<file path="src/rtl/decoder_driver.sv">
// -----------------------------------------------------------------------------
// decoder_driver
//
// Purpose:
//   Feeds one LLR frame to an external iterative decoder and collects the hard
//   decision codeword it returns.
//     1. A whole frame of N_V LLRs is accepted in one handshake.
//     2. The frame is streamed to the decoder as NB_IN consecutive beats of
//        N_LLRS LLRs, most-significant LLR first.
//     3. The block waits for the decoder to report a result.
//     4. It requests readout with a one-cycle pulse.
//     5. It gathers NB_OUT result beats, MSB first, and presents the codeword
//        until the consumer takes it.
//
// Ports:
//   clk, rst                   clock; asynchronous active-low reset
//   frame_in/_valid/_ready     frame input handshake (LLR i at [i*WIDTH_IN +: WIDTH_IN])
//   cw/cw_valid/cw_ready       codeword output handshake
//   timeout_err                one-cycle pulse when the watchdog aborts a frame
//   dec_databus_in, dec_first_data, dec_data_valid
//                              LLR beat stream towards the decoder
//   dec_busy, dec_out_ready    decoder status
//   dec_first_data_out         readout request pulse
//   dec_databus_out, dec_data_valid_out
//                              result beat stream from the decoder
//
// Configuration:
//   DRV_TIMEOUT_EN  when defined, a watchdog counts cycles spent in WAIT_RDY or
//                   COLLECT. On reaching TIMEOUT it pulses timeout_err and
//                   returns to IDLE without producing a codeword. When
//                   undefined, the block waits indefinitely and timeout_err
//                   is tied low.
// -----------------------------------------------------------------------------
module decoder_driver #(
  parameter int unsigned WIDTH_IN  = 8,
  parameter int unsigned N_LLRS    = 4,
  parameter int unsigned WIDTH_OUT = 8,
  parameter int unsigned N_V       = 31,
  parameter int unsigned TIMEOUT   = 1023
) (
  input  logic                       clk,
  input  logic                       rst,
  input  logic [WIDTH_IN*N_V-1:0]    frame_in,
  input  logic                       frame_valid,
  output logic                       frame_ready,
  output logic [N_V-1:0]             cw,
  output logic                       cw_valid,
  input  logic                       cw_ready,
  output logic                       timeout_err,
  output logic [N_LLRS*WIDTH_IN-1:0] dec_databus_in,
  output logic                       dec_first_data,
  output logic                       dec_data_valid,
  input  logic                       dec_busy,
  input  logic                       dec_out_ready,
  output logic                       dec_first_data_out,
  input  logic [WIDTH_OUT-1:0]       dec_databus_out,
  input  logic                       dec_data_valid_out
);

  // Beat geometry. The frame is zero-extended at the top to a whole number of
  // beats. As a result, the short first beat comes out of the same slicing as
  // every other beat.
  localparam int unsigned NB_IN     = (N_V - 1) / N_LLRS + 1;
  localparam int unsigned NB_OUT    = (N_V - 1) / WIDTH_OUT + 1;
  localparam int unsigned BEAT_W    = N_LLRS * WIDTH_IN;
  localparam int unsigned FRAME_W   = N_V * WIDTH_IN;
  localparam int unsigned PAD_W     = NB_IN * BEAT_W;
  localparam int unsigned ACC_W     = NB_OUT * WIDTH_OUT;
  localparam int unsigned IN_CNT_W  = $clog2(NB_IN + 1);
  localparam int unsigned OUT_CNT_W = $clog2(NB_OUT + 1);

  typedef enum logic [2:0] {
    IDLE,
    SEND,
    WAIT_RDY,
    REQ,
    COLLECT,
    DONE
  } state_e;

  state_e                 state_q, state_d;
  logic                   ready_q, ready_d;
  logic [IN_CNT_W-1:0]    in_cnt_q, in_cnt_d;
  logic [OUT_CNT_W-1:0]   out_cnt_q, out_cnt_d;
  logic [PAD_W-1:0]       frame_q, frame_d;
  logic [ACC_W-1:0]       acc_q, acc_d;
  logic [BEAT_W-1:0]      databus_in_q, databus_in_d;
  logic                   first_data_q, first_data_d;
  logic                   data_valid_q, data_valid_d;
  logic                   first_out_q, first_out_d;
  logic [N_V-1:0]         cw_q, cw_d;
  logic                   cw_valid_q, cw_valid_d;

  logic [PAD_W-1:0]       frame_pad;
  logic [ACC_W-1:0]       acc_shift;
  logic                   wd_expire;

  // ready_q is a registered "FSM is idle" flag. Gating it with the live
  // dec_busy means a frame is only ever accepted while the decoder is free,
  // and it is accepted in the very cycle dec_busy falls.
  assign frame_ready = ready_q & ~dec_busy;

  // NOTE: every variable assigned in always_comb gets a default at the top of
  // the block, so no path can leave it unassigned and infer a latch.
  always_comb begin
    state_d      = state_q;
    in_cnt_d     = in_cnt_q;
    out_cnt_d    = out_cnt_q;
    frame_d      = frame_q;
    acc_d        = acc_q;
    databus_in_d = '0;
    first_data_d = 1'b0;
    data_valid_d = 1'b0;
    first_out_d  = 1'b0;
    cw_d         = cw_q;
    cw_valid_d   = cw_valid_q;

    frame_pad                = '0;
    frame_pad[FRAME_W-1:0]   = frame_in;
    acc_shift                = (acc_q << WIDTH_OUT) | ACC_W'(dec_databus_out);

    case (state_q)
      IDLE: begin
        if (frame_valid && frame_ready) begin
          // Beat 0 is registered on the accepting edge. The remaining beats
          // wait in frame_q, already shifted so that the next one is on top.
          state_d      = SEND;
          databus_in_d = frame_pad[PAD_W-1 -: BEAT_W];
          frame_d      = frame_pad << BEAT_W;
          first_data_d = 1'b1;
          data_valid_d = 1'b1;
          in_cnt_d     = IN_CNT_W'(1);
        end
      end

      SEND: begin
        // in_cnt_q counts beats already on the bus. Once all NB_IN beats have
        // been shown, the bus drops and the FSM waits for the decoder.
        if (in_cnt_q == IN_CNT_W'(NB_IN)) begin
          state_d  = WAIT_RDY;
          in_cnt_d = '0;
          frame_d  = '0;
        end else begin
          databus_in_d = frame_q[PAD_W-1 -: BEAT_W];
          frame_d      = frame_q << BEAT_W;
          data_valid_d = 1'b1;
          in_cnt_d     = in_cnt_q + 1'b1;
        end
      end

      WAIT_RDY: begin
        if (wd_expire) begin
          state_d = IDLE;
        end else if (dec_out_ready) begin
          state_d     = REQ;
          first_out_d = 1'b1;
        end
      end

      REQ: begin
        state_d = COLLECT;
      end

      COLLECT: begin
        if (wd_expire) begin
          state_d   = IDLE;
          out_cnt_d = '0;
          acc_d     = '0;
        end else if (dec_data_valid_out) begin
          // Bits of the first beat above FCO are shifted past the top of the
          // codeword and dropped by the final truncation to N_V bits.
          if (out_cnt_q == OUT_CNT_W'(NB_OUT - 1)) begin
            state_d    = DONE;
            cw_d       = acc_shift[N_V-1:0];
            cw_valid_d = 1'b1;
            out_cnt_d  = '0;
            acc_d      = '0;
          end else begin
            acc_d     = acc_shift;
            out_cnt_d = out_cnt_q + 1'b1;
          end
        end
      end

      DONE: begin
        if (cw_ready) begin
          state_d    = IDLE;
          cw_valid_d = 1'b0;
        end
      end

      default: begin
        state_d = IDLE;
      end
    endcase

    ready_d = (state_d == IDLE);
  end

  // NOTE: sequential state uses non-blocking assignments only, so every flop
  // samples the pre-edge values regardless of statement order.
  // NOTE: the frame shift register and result accumulator are reset along
  // with the control state, so an aborted frame leaves no stale LLRs or
  // partial codeword behind.
  always_ff @(posedge clk or negedge rst) begin
    if (!rst) begin
      state_q      <= IDLE;
      ready_q      <= 1'b0;
      in_cnt_q     <= '0;
      out_cnt_q    <= '0;
      frame_q      <= '0;
      acc_q        <= '0;
      databus_in_q <= '0;
      first_data_q <= 1'b0;
      data_valid_q <= 1'b0;
      first_out_q  <= 1'b0;
      cw_q         <= '0;
      cw_valid_q   <= 1'b0;
    end else begin
      state_q      <= state_d;
      ready_q      <= ready_d;
      in_cnt_q     <= in_cnt_d;
      out_cnt_q    <= out_cnt_d;
      frame_q      <= frame_d;
      acc_q        <= acc_d;
      databus_in_q <= databus_in_d;
      first_data_q <= first_data_d;
      data_valid_q <= data_valid_d;
      first_out_q  <= first_out_d;
      cw_q         <= cw_d;
      cw_valid_q   <= cw_valid_d;
    end
  end

  assign dec_databus_in     = databus_in_q;
  assign dec_first_data     = first_data_q;
  assign dec_data_valid     = data_valid_q;
  assign dec_first_data_out = first_out_q;
  assign cw                 = cw_q;
  assign cw_valid           = cw_valid_q;

`ifdef DRV_TIMEOUT_EN
  localparam int unsigned WD_W = $clog2(TIMEOUT + 1);

  logic [WD_W-1:0] wd_cnt_q, wd_cnt_d;
  logic            timeout_err_q;
  logic            wd_active;

  // The count restarts on every state change. Cycles spent in WAIT_RDY and in
  // COLLECT are therefore each limited to TIMEOUT on their own. The counter
  // leaves the state at TIMEOUT-1 and so never wraps.
  assign wd_active = (state_q == WAIT_RDY) || (state_q == COLLECT);
  assign wd_expire = wd_active && (wd_cnt_q == WD_W'(TIMEOUT - 1));

  always_comb begin
    wd_cnt_d = '0;
    if (wd_active && (state_d == state_q)) begin
      wd_cnt_d = wd_cnt_q + 1'b1;
    end
  end

  always_ff @(posedge clk or negedge rst) begin
    if (!rst) begin
      wd_cnt_q      <= '0;
      timeout_err_q <= 1'b0;
    end else begin
      wd_cnt_q      <= wd_cnt_d;
      timeout_err_q <= wd_expire;
    end
  end

  assign timeout_err = timeout_err_q;
`else
  // No watchdog: the FSM waits for the decoder indefinitely. TIMEOUT only
  // matters when the watchdog is built in.
  logic unused_timeout;
  assign unused_timeout = (TIMEOUT != 0);
  assign wd_expire      = 1'b0;
  assign timeout_err    = 1'b0;
`endif

endmodule

</file>
<file path="config.mk">
export PLATFORM = sky130hd
export DESIGN_NAME = decoder_driver
export DESIGN_NICKNAME = d
export VERILOG_FILES = /design/src/rtl/decoder_driver.sv
export SDC_FILE = /design/constraint.sdc
export NUM_CORES = 1
export LEC_CHECK = 0
export BUFFER_PORTS_ARGS = -buffer_cell sky130_fd_sc_hd__clkbuf_2
export CELL_PAD_IN_SITES_DETAIL_PLACEMENT = 0
export CELL_PAD_IN_SITES_GLOBAL_PLACEMENT = 1
export CORE_ASPECT_RATIO = 2
export CORE_UTILIZATION = 43
export DETAILED_ROUTE_END_ITERATION = 6
export PLACE_DENSITY_LB_ADDON = 0.1
export SLEW_MARGIN = 20
export SYNTH_ARGS = -nofsm -noshare
export SYNTH_HDL_FRONTEND = slang
export SYNTH_SLANG_ARGS = --single-unit
</file>
<file path="constraint.sdc">
create_clock -name clk -period 1.75 [get_ports clk]
set_input_delay 0.525 -clock clk [delete_from_list [all_inputs] [get_ports clk]]
set_output_delay 0.525 -clock clk [all_outputs]
set_load 0.02 [all_outputs]
</file>
# Word-level counts from Yosys, hierarchy flattened
# Index checks and enable logic that the tools add are counted.
[totals]
regBits = 357
input_bits = 263
out_inout_bits = 69
wordCells = 65
[classes]
addsub = 2
n_eq_ne = 11
muxes = 28
bitwise = 3
reduce_logical = 9
[ops]
columns = ["op", "n"]
rows = [
  ["256-bit 2-to-1 mux", 2],
  ["256-bit case mux with 2 select lines", 1],
  ["32-bit case mux with 2 select lines", 1],
  ["32-bit 2-to-1 mux", 1],
  ["31-bit by 8-bit bitwise OR with 31-bit output", 1],
  ["24-bit 2-to-1 mux", 1],
  ["23-bit 2-to-1 mux", 1],
  ["3-bit 2-to-1 mux", 7],
  ["3-bit case mux with 6 select lines", 1],
  ["3-bit by 2-bit == test with 1-bit output, second input constant", 3],
  ["1-bit 2-to-1 mux", 8],
  ["4-bit 2-to-1 mux", 2],
  ["2-bit inequality test, second input constant", 4],
  ["4-bit case mux with 2 select lines", 1],
  ["3-bit == test, second input constant", 2],
  ["3-bit logical NOT", 2],
  ["4-bit by 1-bit adder with 4-bit output, second input constant", 1],
  ["4-bit == test, second input constant", 1],
  ["1-bit case mux with 2 select lines", 2],
  ["2-bit AND reduction", 2],
  ["4-bit AND reduction", 1],
  ["2-bit nonzero test", 2],
  ["3-bit by 1-bit adder with 3-bit output, second input constant", 1],
  ["3-bit by 1-bit == test with 1-bit output, second input constant", 1],
  ["4 further kinds", 4],
]

# Logic depth before layout (Yosys ltp)
# Gate-level depths: netlist (run 1).
[depth]
ltp_word = 6
mapped_depth = 7
mapped_depth_nobuf = 5

# Worst setup path before layout (run 1)
# No wires, ideal clock.
[synth_path]
kind = "input to register"
startpoint = "input dec_busy"
endpoint = "register frame_q[100]"
setup_ns = 0.079
arrival_ns = 1.578
required_ns = 1.671
setup_slack_ns = 0.092
path_stages = 7
path_buffers = 4
cell_sequence = "and3b_1 > buf_2 > o21a_1 > buf_2 > buf_6 > buf_6 > mux2i_1"
[synth_between]
elab_chain_len = 5
[synth_lines]
columns = ["element", "line", "source"]
rows = [
  ["start, declared", "53", "input logic dec_busy,"],
  ["1-bit NOT", "101", "assign frame_ready = ready_q & ~dec_busy;"],
  ["1-bit bitwise AND", "101", ""],
  ["1-bit logical AND", "124", "if (frame_valid && frame_ready) begin"],
  ["2-bit inequality test (no line)", "--", ""],
  ["2-bit AND reduction (no line)", "--", ""],
  ["end signal, assigned", "224", "frame_q <= frame_d;"],
  ["end, declared", "85", "logic [PAD_W-1:0] frame_q, frame_d;"],
]
# No other way between the ends.
# A chain may end at the register's enable or synchronous reset.

# Worst setup path in the final report (run 1)
[layout_path]
startpoint = "register in_cnt_q[1]"
endpoint = "register frame_q[89]"
[layout_between]
elab_chain_len = 3
[layout_lines]
columns = ["element", "line", "source"]
rows = [
  ["start, declared", "83", "logic [IN_CNT_W-1:0] in_cnt_q, in_cnt_d;"],
  ["start signal, assigned", "222", "in_cnt_q <= in_cnt_d;"],
  ["4-bit == test", "139", "if (in_cnt_q == IN_CNT_W'(NB_IN)) begin"],
  ["256-bit 2-to-1 mux", "139", ""],
  ["256-bit case mux with 2 select lines", "122", "case (state_q)"],
]
# No other way between the ends.

==> results of run 1 <==
-- synthesized netlist by cell type, types with 4 or more instances --
| library cell | count | area share |
|---|---|---|
| o21ai_0 | 35 | 0.011 |
| and2_1 | 192 | 0.074 |
| nand3_1 | 34 | 0.010 |
| buf_2 | 18 | 0.0055 |
| inv_1 | 199 | 0.046 |
| nand2_1 | 5 | 0.0012 |
| dfrtp_1 | 325 | 0.50 |
| a32oi_1 | 193 | 0.10 |
| a22o_1 | 48 | 0.026 |
| nor2_1 | 8 | 0.0018 |
| mux2_2 | 32 | 0.022 |
| mux2i_1 | 192 | 0.12 |
| buf_4 | 4 | 0.0018 |
| buf_6 | 41 | 0.028 |
| a21oi_1 | 35 | 0.011 |
| clkbuf_1 | 75 | 0.017 |
-- metrics by stage --
stage | hold slack (ps) | cells
after floorplan | 229.4 | 1475
after global placement | 442.9 | 2245
after detailed placement | 438.9 | 2245
after CTS | 137.0 | 2313
after global routing | 153.0 | 2346
final | 161.4 | 2346
-- area by class of cell --
type,count,area share
tap,459,0.02677
antenna,3,0.0003499
inverter,199,0.03481
multi-input combinational,811,0.3308
sequential,325,0.3792
clock inverter,4,0.002274
clock buffer,52,0.04356
timing repair buffer,493,0.1822
-- worst min path at each step --
stage	startpoint	endpoint	depth (start not counted)
floorplan	rst	acc_q[0]$_DFFE_PN0P_	0
global placement	rst	dec_databus_in[23]$_DFF_PN0_	1
detailed placement	rst	dec_databus_in[23]$_DFF_PN0_	1
CTS	frame_in[28]	frame_q[60]$_DFFE_PN0P_	3
global route	frame_in[241]	dec_databus_in[17]$_DFF_PN0_	2
finish	frame_in[16]	frame_q[48]$_DFFE_PN0P_	3
-- worst max-delay path, stage by stage (launching register included) --
cell and delay (ps):
dfrtp_1 400, inv_2 80, ha_4 130, nand3b_1 210, buf_12 240, buf_16 170
buf_12 150, a32oi_2 190, mux2i_1 110
-- power groups by stage --
stage | Sequential [W] | Combinational (W) | Clock (W)
6_report | 0.0126 | 0.0264 | 0.00668
3_3_place_gp | 0.0126 | 0.0216 | 0
2_1_floorplan | 0.0128 | 0.0147 | 0
5_1_grt | 0.0130 | 0.0284 | 0.00710
3_5_place_dp | 0.0127 | 0.0220 | 0
4_1_cts | 0.0126 | 0.0232 | 0.00686
-- cell usage in the layout (no fill, tap or decap), types with 2 or more instances in the layout --
cell type  netlist  routed
a32oi_4          0       5
clkbuf_8         0       8
buf_12           0      31
a32oi_2          0      59
nor2_1           8       8
nor2_4           3       4
diode_2          0       3
clkbuf_1        75      13
nand3b_1         3       3
ha_1             3       2
clkbuf_16        0      48
o21ai_0         35      29
and3b_1          2       2
nor2b_4          1       2
buf_8            0       9
dfrtp_1        325     324
buf_4            4      79
inv_1          199     197
mux2i_1        192     192
nand2_1          5       4
clkinv_2         0       2
nand3_1         34      34
mux2_2          32      32
o21ai_1          0       6
buf_16           0       9
a21oi_1         35      35
a32oi_1        193     129
buf_6           41      18
inv_2            0       2
clkbuf_2         0     328
a22o_1          48      48
and2_1         192     192
-- logic make-up after synthesis --
family	Yosys count	synth area share
flip-flops	325	0.5003
other	1	0.0002307
buffers and inverters	339	0.09953
multiplexers	224	0.1404
AND/OR/NAND/NOR	262	0.1009
XOR/XNOR	1	0.0005389
AO/OA/AOI/OAI	320	0.1557
adder cells (fa/ha/maj)	3	0.002310
-- layer usage --
| layer | vias up | part of all wire |
|---|---|---|
| li1 | 5994 | - |
| met1 | 6264 | 0.38 |
| met2 | 367 | 0.54 |
| met3 | 88 | 0.047 |
| met4 | 2 | 0.040 |
| met5 | - | 0.00026 |
-- sequential cells by signal, indices dropped and copies added, names as in the netlist --
| signal | count |
|---|---|
| frame_q | 224 |
| dec_databus_in | 32 |
| cw | 31 |
| acc_q | 23 |
| in_cnt_q | 4 |
| out_cnt_q | 3 |
| state_q | 3 |
| cw_valid | 1 |
| dec_data_valid | 1 |
| dec_first_data | 1 |
| dec_first_data_out | 1 |
| ready_q | 1 |
-- repair_timing --
action / in CTS / in global routing
gates cloned: 3 / 21
buffers inserted: 8 / 9
endpoints found under the setup margin: 108 / 185
gates resized for setup: 38 / 94
endpoints found under the hold margin: 22 / 0
hold buffers: 1 / 0
pin swaps: 7 / 41
==> impl_metrics.csv, run 1 <==
group,metric,value,unit
route,vias,12720,
sta,clock_skew,15.86,ps
layout,postLayoutCellArea,21460,µm²
sta,setup_repair_after_global_routing_missed_its_margin,"true",
route,drt_pre_antenna_iters,5,
yosys,postSynth.topFlopCell,"dfrtp_1",
route,residual_drc,0,
global_route,global_route_wire_length_before_repair,74.51,mm
clock_tree,clk_transition_reported_paths,60,ps
route,drt-vias-per-instance,5.420,
flow_run,maximum_capacitance_violations,0,
layout,fillerInstances,3295,
layout,finish.net_count,2127,
route,routed_wire_length_per_instance,21.69,µm
floorplanning,core.rowCount,100,
worst_setup_path,timing.critical_path.arrival,2270,ps
power,p_leak,10.68,nW
route,finalWirelength,50.89,mm
power,total_power,0.04566,W
worst_setup_path,cp_max_fo,9,
floorplanning,dieWidth,139.5,µm
yosys,synth.ff_latch_count,325,
floorplanning,core,37290,µm²
global_route,overflow,0,
power,ir_worst_vdd,1.109,mV
layout,share_of_post_route_cells_with_drive_strength_above_1,0.3455,
global_route,via_count_of_the_first_global_routing_pass,13520,
power,combPwrFrac,0.578,
worst_setup_path,crit_path_end_kind,"flop",
power,p_clk_frac,0.146,
yosys,synth_warnings,0,
placed_design,dpl_hpwl,33.86,mm
global_route,grt_start_max_net_pins,67,
power,total_switching_power,0.01807,W
worst_setup_path,worst_setup_path_endpoint,"frame_q[89]$_DFFE_PN0P_",
layout,multiInputGateArea,7098,µm²
yosys,syn_area_per_cell,11.02,µm²
clock_tree,cts_sinks,325,
placed_design,placedInstanceArea,18980,µm²
global_route,met1_usage,0.2785,
sta,slew-limit-headroom,0.6399,
yosys,synthArstFlopShare,1.000,
worst_setup_path,timing.rr.start,"in_cnt_q[1]$_DFFE_PN0P_",
route,drtIter0Drc,559,
floorplanning,num_io_pins,332,
layout,area_growth,32.00,%
worst_setup_path,startpoint_type,"flop",
floorplanning,die-area,38630,µm²
sta,max_slew.worst_pin.slew,538.9,ps
layout,final_core_occ,0.5754,
clock_tree,cts-buffers-inserted,31,
yosys,synth_area,16250,µm²
floorplanning,die_h,277.0,µm
clock_tree,insertion_delay,590,ps
global_route,gr-usage-met2,0.4563,
sta,finalSetupTns,-1343,ps
layout,sequential_cell_area,8137,µm²
worst_setup_path,reg_to_reg_critical_path_endpoint,"frame_q[89]$_DFFE_PN0P_",
power,pwr-share-seq,0.275,
sta,max_freq,0.5523,GHz
sta,finalSetupViolations,52,
route,drt.antenna.violating_nets,0,
worst_setup_path,path_class,"flop to flop",
yosys,syn-num-nets,1741,
clock_tree,ctsLongestPathBuffers,3,
power,swShare,0.3957,
hold_path,holdCritPathClass,"input pin to flop",
floorplanning,floorplan.initialDensity,0.4359,
yosys,yosysSeqAreaShare,0.5003,
placed_design,gp_routability_congestion,0.8357,
worst_setup_path,worst_setup_path_startpoint,"in_cnt_q[1]$_DFFE_PN0P_",
placed_design,port_buffers,330,
outcome,failing_checks,"negative setup slack",
sta,fin_ws,-60.57,ps
clock_tree,clock_tree_from_tritoncts,"built",
clock_tree,h-tree-depth,1,
global_route,grtUsageMet3,0.04046,
outcome,status,"finished, violations left",
yosys,postSynthCellCount,1475,
power,cellInternalPower,0.02759,W
worst_setup_path,worst_r2r_path_depth,8,
yosys,synth_cell_type_count,44,
placed_design,place_ws,-216.8,ps
global_route,initial_antenna_violation_count,4,
worst_setup_path,setup.reg_to_reg.worst_slack,-60,ps
sta,final.min_clock_period,1811,ps
sta,hold_violations,0,
yosys,number_of_enable_flip_flop_cells_after_synthesis,0,
sta,layout_worst_path_cycle_share,1.035,
clock_tree,clock-root-buffer,"clkbuf_16",
power,power.density_cell_area,2128,nW/µm²
global_route,grt-busiest-layer,"met2",
worst_setup_path,cp_data_required_time,2210,ps
global_route,grt.total_usage,0.2483,
sta,slew_violations,0,
Note: power is estimated with default switching activity, not from simulation.
==> inputs of run 2 (changes only) <==
--- a/config.mk
+++ b/config.mk
@@ -6,12 +6,10 @@
 export NUM_CORES = 1
 export LEC_CHECK = 0
 export BUFFER_PORTS_ARGS = -buffer_cell sky130_fd_sc_hd__clkbuf_2
-export CELL_PAD_IN_SITES_DETAIL_PLACEMENT = 0
-export CELL_PAD_IN_SITES_GLOBAL_PLACEMENT = 1
 export CORE_ASPECT_RATIO = 2
-export CORE_UTILIZATION = 43
+export CORE_UTILIZATION = 50
 export DETAILED_ROUTE_END_ITERATION = 6
-export PLACE_DENSITY_LB_ADDON = 0.1
+export PLACE_DENSITY = 0.74
 export SLEW_MARGIN = 20
 export SYNTH_ARGS = -nofsm -noshare
 export SYNTH_HDL_FRONTEND = slang
==> impl_metrics.csv, run 2 (synthesis gave the netlist of run 1 again) <==
group,metric,value,unit
worst_setup_path,cp_num_buf_inv,1,
power,cellInternalPower,0.02594,W
power,ir_worst_vdd,1.746,mV
route,residual_drc,0,
worst_setup_path,path_class,"flop to primary output",
flow_run,maximum_capacitance_violations,0,
layout,largest_reg_flops,224,
clock_tree,insertion_delay,580,ps
layout,fillerInstances,2496,
layout,share_of_post_route_cells_with_drive_strength_above_1,0.3342,
floorplanning,floorplan.initialDensity,0.5061,
global_route,grt_start_max_net_pins,88,
clock_tree,clk_transition_reported_paths,70,ps
layout,mostFrequentLayoutCells,"clkbuf_2, dfrtp_1, inv_1, and2_1, mux2i_1",
route,drt.antenna.violating_nets,0,
placed_design,dpl_hpwl,31.51,mm
worst_setup_path,cpMaxStageDelayCell,"dfrtp_1",
layout,most_common_cell_after_layout_fill_and_taps_aside,"clkbuf_2",
worst_setup_path,crit_path_max_incr_delay,380,ps
global_route,grt.total_usage,0.2711,
clock_tree,clock-root-buffer,"clkbuf_16",
route,vias,12740,
power,swShare,0.3970,
worst_setup_path,cp_data_required_time,1220,ps
clock_tree,ctsLongestPathBuffers,3,
layout,area_growth,28.00,%
sta,max_freq,0.5602,GHz
worst_setup_path,crit_path_end_kind,"primary output",
floorplanning,die_h,257.0,µm
placed_design,port_buffers,330,
power,p_clk_frac,0.156,
outcome,status,"finished, violations left",
placed_design,gp_routability_congestion,0.8879,
global_route,initial_antenna_violation_count,7,
worst_setup_path,cp_max_fo,2,
worst_setup_path,timing.critical_path.max_delay_family,"flip-flops",
sta,final.min_clock_period,1785,ps
worst_setup_path,worst_r2r_path_depth,4,
route,finalWirelength,47.23,mm
placed_design,place_inst,2188,
floorplanning,num_io_pins,332,
worst_setup_path,startpoint_type,"flop",
route,drt-vias-per-instance,5.603,
sta,slew-limit-headroom,0.6206,
worst_setup_path,critical_path_depth,2,
power,total_power,0.04302,W
sta,finalSetupViolations,2,
hold_path,holdCritPathClass,"input pin to flop",
layout,multiInputGateArea,7077,µm²
sta,fin_ws,-35.14,ps
global_route,via_count_of_the_first_global_routing_pass,13270,
layout,layoutNonFillerInstCount,2274,
clock_tree,cts_sinks,325,
sta,slew_violations,0,
route,drt_pre_antenna_iters,5,
placed_design,placedInstanceArea,18780,µm²
worst_setup_path,timing.critical_path.arrival,1260,ps
clock_tree,h-tree-depth,1,
power,total_switching_power,0.01708,W
sta,hold_violations,0,
global_route,global_route_wire_length_before_repair,70.03,mm
placed_design,place_ws,-189.7,ps
sta,setup_repair_after_global_routing_missed_its_margin,"true",
floorplanning,dieWidth,129.5,µm
worst_setup_path,worstPathCellList,"nor2b_4, buf_6",
sta,max_slew.worst_pin.slew,567.7,ps
floorplanning,core.rowCount,93,
power,combPwrFrac,0.552,
global_route,overflow,0,
power,p_leak,10.37,nW
clock_tree,cts-buffers-inserted,30,
floorplanning,core,32120,µm²
outcome,failing_checks,"negative setup slack",
layout,sequential_cell_area,8137,µm²
sta,layout_worst_path_cycle_share,1.020,
route,routed_wire_length_per_instance,20.77,µm
power,power.density_cell_area,2068,nW/µm²
hold_path,worst_hold_path.num_cells,2,
layout,postLayoutCellArea,20810,µm²
sta,clock_skew,23.63,ps
layout,finish.net_count,2085,
power,pwr-share-seq,0.292,
clock_tree,clock_tree_from_tritoncts,"built",
layout,regMostFlops,"frame_q",
sta,hold-worst-slack,172.3,ps
floorplanning,die-area,33280,µm²
route,drtIter0Drc,651,
[run 2: cell types whose count changed in the layout (fill, tap and decap cells not counted), sizes merged]
cell and delta:
clkbuf -24, bufinv +1, diode +4, buf -30, clkinv +7, bufbuf +2
[run 2: worst paths after layout]
check | from | to | slack, ps
min reg2reg | out_cnt_q[1]$_DFFE_PN0P_ | out_cnt_q[1]$_DFFE_PN0P_ | 490
max | ready_q$_DFF_PN0_ | frame_ready | -40
min in group asynchronous | rst | dec_databus_in[23]$_DFF_PN0_ | 440
max reg2reg | state_q[2]$_DFF_PN0_ | frame_q[195]$_DFFE_PN0P_ | -10
min | frame_in[224] | dec_databus_in[0]$_DFF_PN0_ | 170
max in group asynchronous | rst | frame_q[253]$_DFFE_PN0P_ | 640
[run 2: area by class of cell]
type                            instances  share of cell area
Tap cell                              427             0.02568
Antenna cell                            7           0.0008420
Sequential cell                       325              0.3911
Clock inverter                         12            0.005954
Timing Repair Buffer                  452              0.1584
Clock buffer                           41             0.04198
Multi-Input combinational cell        811              0.3401
Inverter                              199             0.03590
[run 2: stage by stage]
stage	setup TNS [ps]	util
finish	-41.90	0.6478
global route	-651.7	0.6478
CTS	-362.9	0.6283
detailed placement	-7935	0.5847
global placement	-4701	0.5847
floorplan	0	-
[run 2: power groups by stage]
stage | Sequential [W] | Combinational [W] | Clock (W)
after floorplan | 0.0128 | 0.0147 | 0
after global placement | 0.0125 | 0.0202 | 0
after detailed placement | 0.0127 | 0.0208 | 0
after CTS | 0.0126 | 0.0222 | 0.00682
after global routing | 0.0130 | 0.0254 | 0.00712
final | 0.0126 | 0.0237 | 0.00670
[run 2: what timing repair did]
item                                    4_1_cts  5_1_grt
cloned                                        3        6
resized for setup                            37       74
pin swaps                                     0        5
endpoints found under the setup margin       81      249
hold buffers                                  1        0
buffers inserted                              7        9
hold endpoints to repair                     25        0
[run 2: per-layer routing]
layer,routed length (µm),track usage,vias up
met4,2582,0.1654,0
met1,17480,0.3051,6304
met3,2278,0.03597,105
met2,24890,0.4783,432
li1,-,-,5901
met5,0,0,-
[run 2: worst register-to-register path, stage by stage (launching register included)]
cell and delay, ps:
dfrtp_1 430, or3b_4 500, buf_12 250, a32oi_1 310, mux2i_1 130
